### src/rtl/isa_pkg.sv
// Shared instruction-set definitions for the encoder/loader: field widths,
// bit positions of each field in the packed word, opcode names and FSM states.
package isa_pkg;

  localparam int OP_W    = 5;
  localparam int REG_W   = 4;
  localparam int IMM_W   = 16;
  localparam int INSTR_W = OP_W + 3 * REG_W + IMM_W;

  localparam int OP_MSB  = 32;
  localparam int RD_LSB  = 24;
  localparam int RS1_LSB = 20;
  localparam int RS2_LSB = 16;
  localparam int IMM_LSB = 0;

  localparam logic [OP_W-1:0] OPC_NOP  = 5'h00;
  localparam logic [OP_W-1:0] OPC_ADDI = 5'h01;
  localparam logic [OP_W-1:0] OPC_ADD  = 5'h02;
  localparam logic [OP_W-1:0] OPC_SUB  = 5'h03;
  localparam logic [OP_W-1:0] OPC_LD   = 5'h04;
  localparam logic [OP_W-1:0] OPC_ST   = 5'h05;
  localparam logic [OP_W-1:0] OPC_BEQ  = 5'h0E;
  localparam logic [OP_W-1:0] OPC_JAL  = 5'h10;

  localparam logic [1:0] ST_IDLE  = 2'd0;
  localparam logic [1:0] ST_LOAD  = 2'd1;
  localparam logic [1:0] ST_FLUSH = 2'd2;

endpackage

### src/rtl/encode_instruction.sv
// Combinational field packer; the exact inverse of the instruction decoder's
// field extraction, so every field lands at the position the decoder reads.
module encode_instruction
  import isa_pkg::*;
(
  input  logic [OP_W-1:0]    i_opcode,
  input  logic [REG_W-1:0]   i_rd,
  input  logic [REG_W-1:0]   i_rs1,
  input  logic [REG_W-1:0]   i_rs2,
  input  logic [IMM_W-1:0]   i_imm,
  output logic [INSTR_W-1:0] o_word
);

  always_comb begin
    o_word                      = '0;
    o_word[OP_MSB -: OP_W]      = i_opcode;
    o_word[RD_LSB +: REG_W]     = i_rd;
    o_word[RS1_LSB +: REG_W]    = i_rs1;
    o_word[RS2_LSB +: REG_W]    = i_rs2;
    o_word[IMM_LSB +: IMM_W]    = i_imm;
  end

endmodule

### src/rtl/instruction_encoder_loader.sv
// Accepts instruction field tuples, packs them into words and streams them into
// instruction memory at consecutive addresses from a programmable start address.
module instruction_encoder_loader
  import isa_pkg::*;
#(
  parameter int ADDR_W = 8
)
(
  input  logic                i_clk,
  input  logic                i_rst,
  input  logic                i_start,
  input  logic [ADDR_W-1:0]   i_start_addr,
  input  logic                i_in_valid,
  output logic                o_in_ready,
  input  logic [OP_W-1:0]     i_in_opcode,
  input  logic [REG_W-1:0]    i_in_rd,
  input  logic [REG_W-1:0]    i_in_rs1,
  input  logic [REG_W-1:0]    i_in_rs2,
  input  logic [IMM_W-1:0]    i_in_imm,
  input  logic                i_in_last,
  output logic                o_mem_we,
  input  logic                i_mem_ready,
  output logic [ADDR_W-1:0]   o_mem_addr,
  output logic [INSTR_W-1:0]  o_mem_wdata,
  output logic                o_busy,
  output logic                o_done,
  output logic [ADDR_W:0]     o_wr_count,
  output logic                o_overflow
);

  localparam logic [ADDR_W-1:0] LAST_ADDR = '1;

  logic [1:0]         r_state;
  logic [ADDR_W-1:0]  r_wptr;
  logic [ADDR_W:0]    r_wr_count;
  logic               r_done;
  logic               r_overflow;
  logic               r_out_valid;
  logic [ADDR_W-1:0]  r_mem_addr;
  logic [INSTR_W-1:0] r_mem_wdata;

  logic [INSTR_W-1:0] w_word;
  logic               w_in_ready;
  logic               w_accept;
  logic               w_wr_done;
  logic               w_at_end;

  encode_instruction u_encode (
    .i_opcode (i_in_opcode),
    .i_rd     (i_in_rd),
    .i_rs1    (i_in_rs1),
    .i_rs2    (i_in_rs2),
    .i_imm    (i_in_imm),
    .o_word   (w_word)
  );

  // The output register may refill on the same edge its word is consumed.
  assign w_in_ready = (r_state == ST_LOAD) & (~r_out_valid | i_mem_ready);
  assign w_accept   = i_in_valid & w_in_ready;
  assign w_wr_done  = r_out_valid & i_mem_ready;
  assign w_at_end   = (r_wptr == LAST_ADDR);

  always_ff @(posedge i_clk or posedge i_rst) begin
    if (i_rst) begin
      r_state    <= ST_IDLE;
      r_wptr     <= '0;
      r_wr_count <= '0;
      r_done     <= 1'b0;
      r_overflow <= 1'b0;
    end else begin
      r_done <= 1'b0;
      if (w_wr_done) begin
        r_wr_count <= r_wr_count + 1'b1;
      end
      case (r_state)
        ST_IDLE: begin
          if (i_start) begin
            r_state    <= ST_LOAD;
            r_wptr     <= i_start_addr;
            r_wr_count <= '0;
            r_overflow <= 1'b0;
          end
        end
        ST_LOAD: begin
          // The top address is written once and the pointer parks there.
          if (w_accept) begin
            if (!w_at_end) begin
              r_wptr <= r_wptr + 1'b1;
            end
            if (i_in_last || w_at_end) begin
              r_state <= ST_FLUSH;
            end
            if (w_at_end && !i_in_last) begin
              r_overflow <= 1'b1;
            end
          end
        end
        ST_FLUSH: begin
          if (w_wr_done) begin
            r_done  <= 1'b1;
            r_state <= ST_IDLE;
          end
        end
        default: r_state <= ST_IDLE;
      endcase
    end
  end

  always_ff @(posedge i_clk or posedge i_rst) begin
    if (i_rst) begin
      r_out_valid <= 1'b0;
      r_mem_addr  <= '0;
      r_mem_wdata <= '0;
    end else if (w_accept) begin
      r_out_valid <= 1'b1;
      r_mem_addr  <= r_wptr;
      r_mem_wdata <= w_word;
    end else if (w_wr_done) begin
      r_out_valid <= 1'b0;
    end
  end

  assign o_in_ready  = w_in_ready;
  assign o_mem_we    = r_out_valid;
  assign o_mem_addr  = r_mem_addr;
  assign o_mem_wdata = r_mem_wdata;
  assign o_busy      = (r_state == ST_LOAD) | (r_state == ST_FLUSH);
  assign o_done      = r_done;
  assign o_wr_count  = r_wr_count;
  assign o_overflow  = r_overflow;

endmodule

### config.mk
export PLATFORM = sky130hd
export DESIGN_NAME = instruction_encoder_loader
export DESIGN_NICKNAME = d
export VERILOG_FILES = /design/src/rtl/isa_pkg.sv /design/src/rtl/encode_instruction.sv /design/src/rtl/instruction_encoder_loader.sv
export SDC_FILE = /design/constraint.sdc
export NUM_CORES = 1
export LEC_CHECK = 0
export ABC_AREA = 1
export CORE_MARGIN = 5
export CORE_UTILIZATION = 45
export DETAILED_ROUTE_END_ITERATION = 12
export PLACE_DENSITY = 0.78
export SYNTH_ARGS = -nofsm -noshare
export SYNTH_HDL_FRONTEND = slang
export SYNTH_SLANG_ARGS = --single-unit
export TNS_END_PERCENT = 30
### constraint.sdc
create_clock -name i_clk -period 2.2 [get_ports i_clk]
set_input_delay 0.44 -clock i_clk [delete_from_list [all_inputs] [get_ports i_clk]]
set_output_delay 0.44 -clock i_clk [all_outputs]
set_load 0.02 [all_outputs]
==> results by group <==
Critical path
  • Most used cell, CP: inv_1
  • Worst stage delay on the critical path: 0.40 ns
  • Startpoint types: flop
  • CP endpoint kind: primary output
  • Crit path launch: r_state[1]
  • Arrival time worst endpoint: 1.52 ns
  • Crit-path slowest cell: dfrtp_1
  • Crit Path Max Fanout: 4
  • Crit-path cells: inv_1 -> ha_1 -> inv_1 -> a21oi_1 -> dlygate4sd2_1
  • RR Startpoint: r_state[1]
  • CP Data Required Time: 1.76 ns
  • Critical path type: flop to primary output
  • Number of buffer and inverter stages on the critical path: 3
  • Cell family with most CP delay: buffers and inverters

CTS
  • CTS Root Cell: clkbuf_8
  • CTS Sinks: 63
  • Worst skew pair latency: 0.33 ns
  • Clk buf depth: 2
  • TritonCTS buffer count: 9
  • CTS tree: built
  • Worst-path clk slew: 0.07 ns
  • CTS HTree Levels: 3
  • Setup repair bufs after CTS: 0
  • Hold-fix buffers, CTS: 0

Yosys
  • Synthesized area per cell: 9.69 um2
  • Post-synth EDFFs: 0
  • Area leader, netlist: dfrtp_1
  • Largest family of logic cells by synthesized area: simple AND/OR/NAND/NOR gates
  • Post-synthesis xor/xnor area fraction: 0.303%
  • Synth top area share: 54.6%
  • Yosys warns: 0
  • Post-synthesis adder-cell area fraction: 3.03%
  • Post-Synth Simple-Gate Area: 19.6%
  • Sequential area share after synthesis: 54.6%
  • Synth area leaders: dfrtp_1, mux2_2, nand2_1, inv_1, nand3_1
  • Area fraction in compound gates after synthesis: 3.73%
  • Most frequent cells after synthesis: nand2_1, dfrtp_1, mux2_2
  • Post-Syn Area: 0.00289 mm2
  • Asr flop ratio synth: 100%
  • Count leader, synth: nand2_1
  • Flops & latches, synth: 63
  • Synth unique cells: 21
  • Post-Synthesis Cells: 298
  • Ys flop type: dfrtp_1
  • Mux contribution to synthesized area: 13.7%
  • Synthesized net count: 352

Final layout
  • P&R area growth vs syn: 45.8%
  • Register area: 0.00158 mm2
  • Final Non-Filler Cells: 490
  • Fin nets: 463
  • Fillers: 516
  • Final core occ: 67.0%
  • Layout cell share with drive strength beyond 1: 15.5%
  • Fin area: 0.00421 mm2
  • Number of antenna repair diodes: 0
  • Multi-input logic area: 0.00116 mm2

Route
  • Initial drt markers: 116
  • Drt via density: 4.83
  • Drt wl/cell: 13.8 um
  • Vias: 2367
  • TritonRoute pass-1 iters: 4
  • Antenna-violating nets left: 0
  • Routed WL: 6750 um
  • DR DRC count: 0

Power and ir drop
  • Share of total power in combinational logic: 50.4%
  • LEAKAGE: 0.00196 uW
  • Switching Share: 38.5%
  • Seq pwr share: 34.0%
  • Internal power: 3570 uW
  • PD cells: 1380 mW/mm2
  • Clk pwr share: 15.7%
  • Psw: 2240 uW
  • Worst VDD drop: 0.000863 V

Placement
  • Port bufs: 101
  • Routability cong.: 0.805
  • Post-DP HPWL: 5090 um
  • Post-Place Worst Slack: 0.0208 ns
  • Placed Area: 0.00402 mm2
  • Placed Cells: 475

Floorplanning
  • Die Span X: 90.1 um
  • Die Span Y: 90.1 um
  • Die area: 0.00812 mm2
  • Core area: 0.00628 mm2
  • FP Rows: 29
  • Initial Util: 46.0%
  • Ports: 102

STA
  • Final Hold Viols: 0
  • Final min period: 1.96 ns
  • Setup slack after layout: 0.237 ns
  • Clk_skew: 0.00778 ns
  • Final setup viols: 0
  • Fmax: 0.509 GHz
  • RSZ-0062 raised after global routing: no
  • Slew @ Worst Pin: 0.330 ns
  • Setup TNS Final: 0 ns
  • Slew HR: 78.0%
  • Crit share post-route: 89.2%
  • Fin. max-slew vios: 0

GRT
  • Largest net degree at the start of global routing: 64
  • Initial antenna violation count: 0
  • Total track usage: 16.9%
  • Vias in the first global route: 2323
  • Gr ovfl total: 0
  • Global-route wire length before repair: 11400 um

Outcome
  • Outcome: complete, no violations

Hold path
  • Min-delay worst type: flop to flop
  • HP Start: o_overflow

Flow run
  • Max Cap Violations: 0
## flip-flops by register name, indices dropped and copies added, names as in the netlist
register / count
r_wptr: 8
o_overflow: 1
o_mem_addr: 8
o_done: 1
o_wr_count: 9
o_mem_we: 1
o_mem_wdata: 33
r_state: 2
## tightest hold or removal path, cell delays in order, from the launching register on
cell and delay (ns):
dfrtp_1 0.35, nand2_1 0.05, nand2_1 0.05
## layer usage
layer	vias up	global-route usage, %	share of wire [%]
li1	1171	-	-
met2	78	28.0	51
met5	-	0	0
met3	5	4.34	5.5
met4	0	5.96	0.82
met1	1113	21.5	43
## power groups by stage
| stage | clock, uW | sequential [uW] | combinational [uW] |
|---|---|---|---|
| floorplan | 0 | 2460 | 1190 |
| global placement | 0 | 1960 | 2890 |
| detailed placement | 0 | 1990 | 2970 |
| CTS | 950 | 1970 | 2970 |
| global route | 997 | 2040 | 3190 |
| finish | 911 | 1970 | 2920 |
## repair_timing
item                       CTS  global route
hold endpoints to repair     0             0
setup endpoints to repair    1             1
resized for setup            1             1
## cells by family (layout without fill, tap and decap cells)
kind of cell | Yosys count | in the layout
adder cells (fa/ha/maj) | 7 | 7
AND/OR/NAND/NOR | 136 | 136
buffers and inverters | 35 | 150
flip-flops | 63 | 63
XOR/XNOR | 1 | 1
AO/OA/AOI/OAI | 21 | 21
multiplexers | 35 | 35
## placed cells by master, fill, tap and decap left out, types with 2 or more instances in the layout
| cell | n |
|---|---|
| nand2_1 | 85 |
| o21ai_0 | 14 |
| dfrtp_1 | 63 |
| ha_1 | 7 |
| inv_2 | 2 |
| mux2_2 | 35 |
| nor2_1 | 24 |
| nand4_1 | 2 |
| clkinv_2 | 2 |
| or2_2 | 2 |
| buf_12 | 2 |
| a21oi_1 | 6 |
| nand3_2 | 2 |
| inv_1 | 26 |
| clkbuf_8 | 12 |
| buf_4 | 4 |
| clkdlybuf4s50_1 | 99 |
| nand3_1 | 18 |
## cell type report
type / count / share of cell area, %
clock buffer: 12 / 3.93
clock inverter: 3 / 0.416
inverter: 28 / 2.50
multi-input combinational: 200 / 27.7
sequential: 63 / 37.5
tap: 77 / 2.29
timing repair buffer: 107 / 25.7
## worst paths after layout
check	to	slack [ns]	depth (start not counted)
setup / recovery	o_in_ready	0.24	5
max in group asynchronous	o_mem_addr[4]	1.44	3
setup reg to reg	o_mem_addr[6]	0.41	8
hold reg to reg	o_overflow	0.48	2
hold / removal	o_overflow	0.48	2
min in group asynchronous	o_mem_wdata[7]	0.50	3
## metrics by stage
stage,total power (uW),hold WS [ns]
floorplan,3650,0.467
global placement,4860,0.469
detailed placement,4960,0.465
CTS,5890,0.487
global route,6230,0.500
finish,5810,0.483
Power figures use the tool's default switching activity.
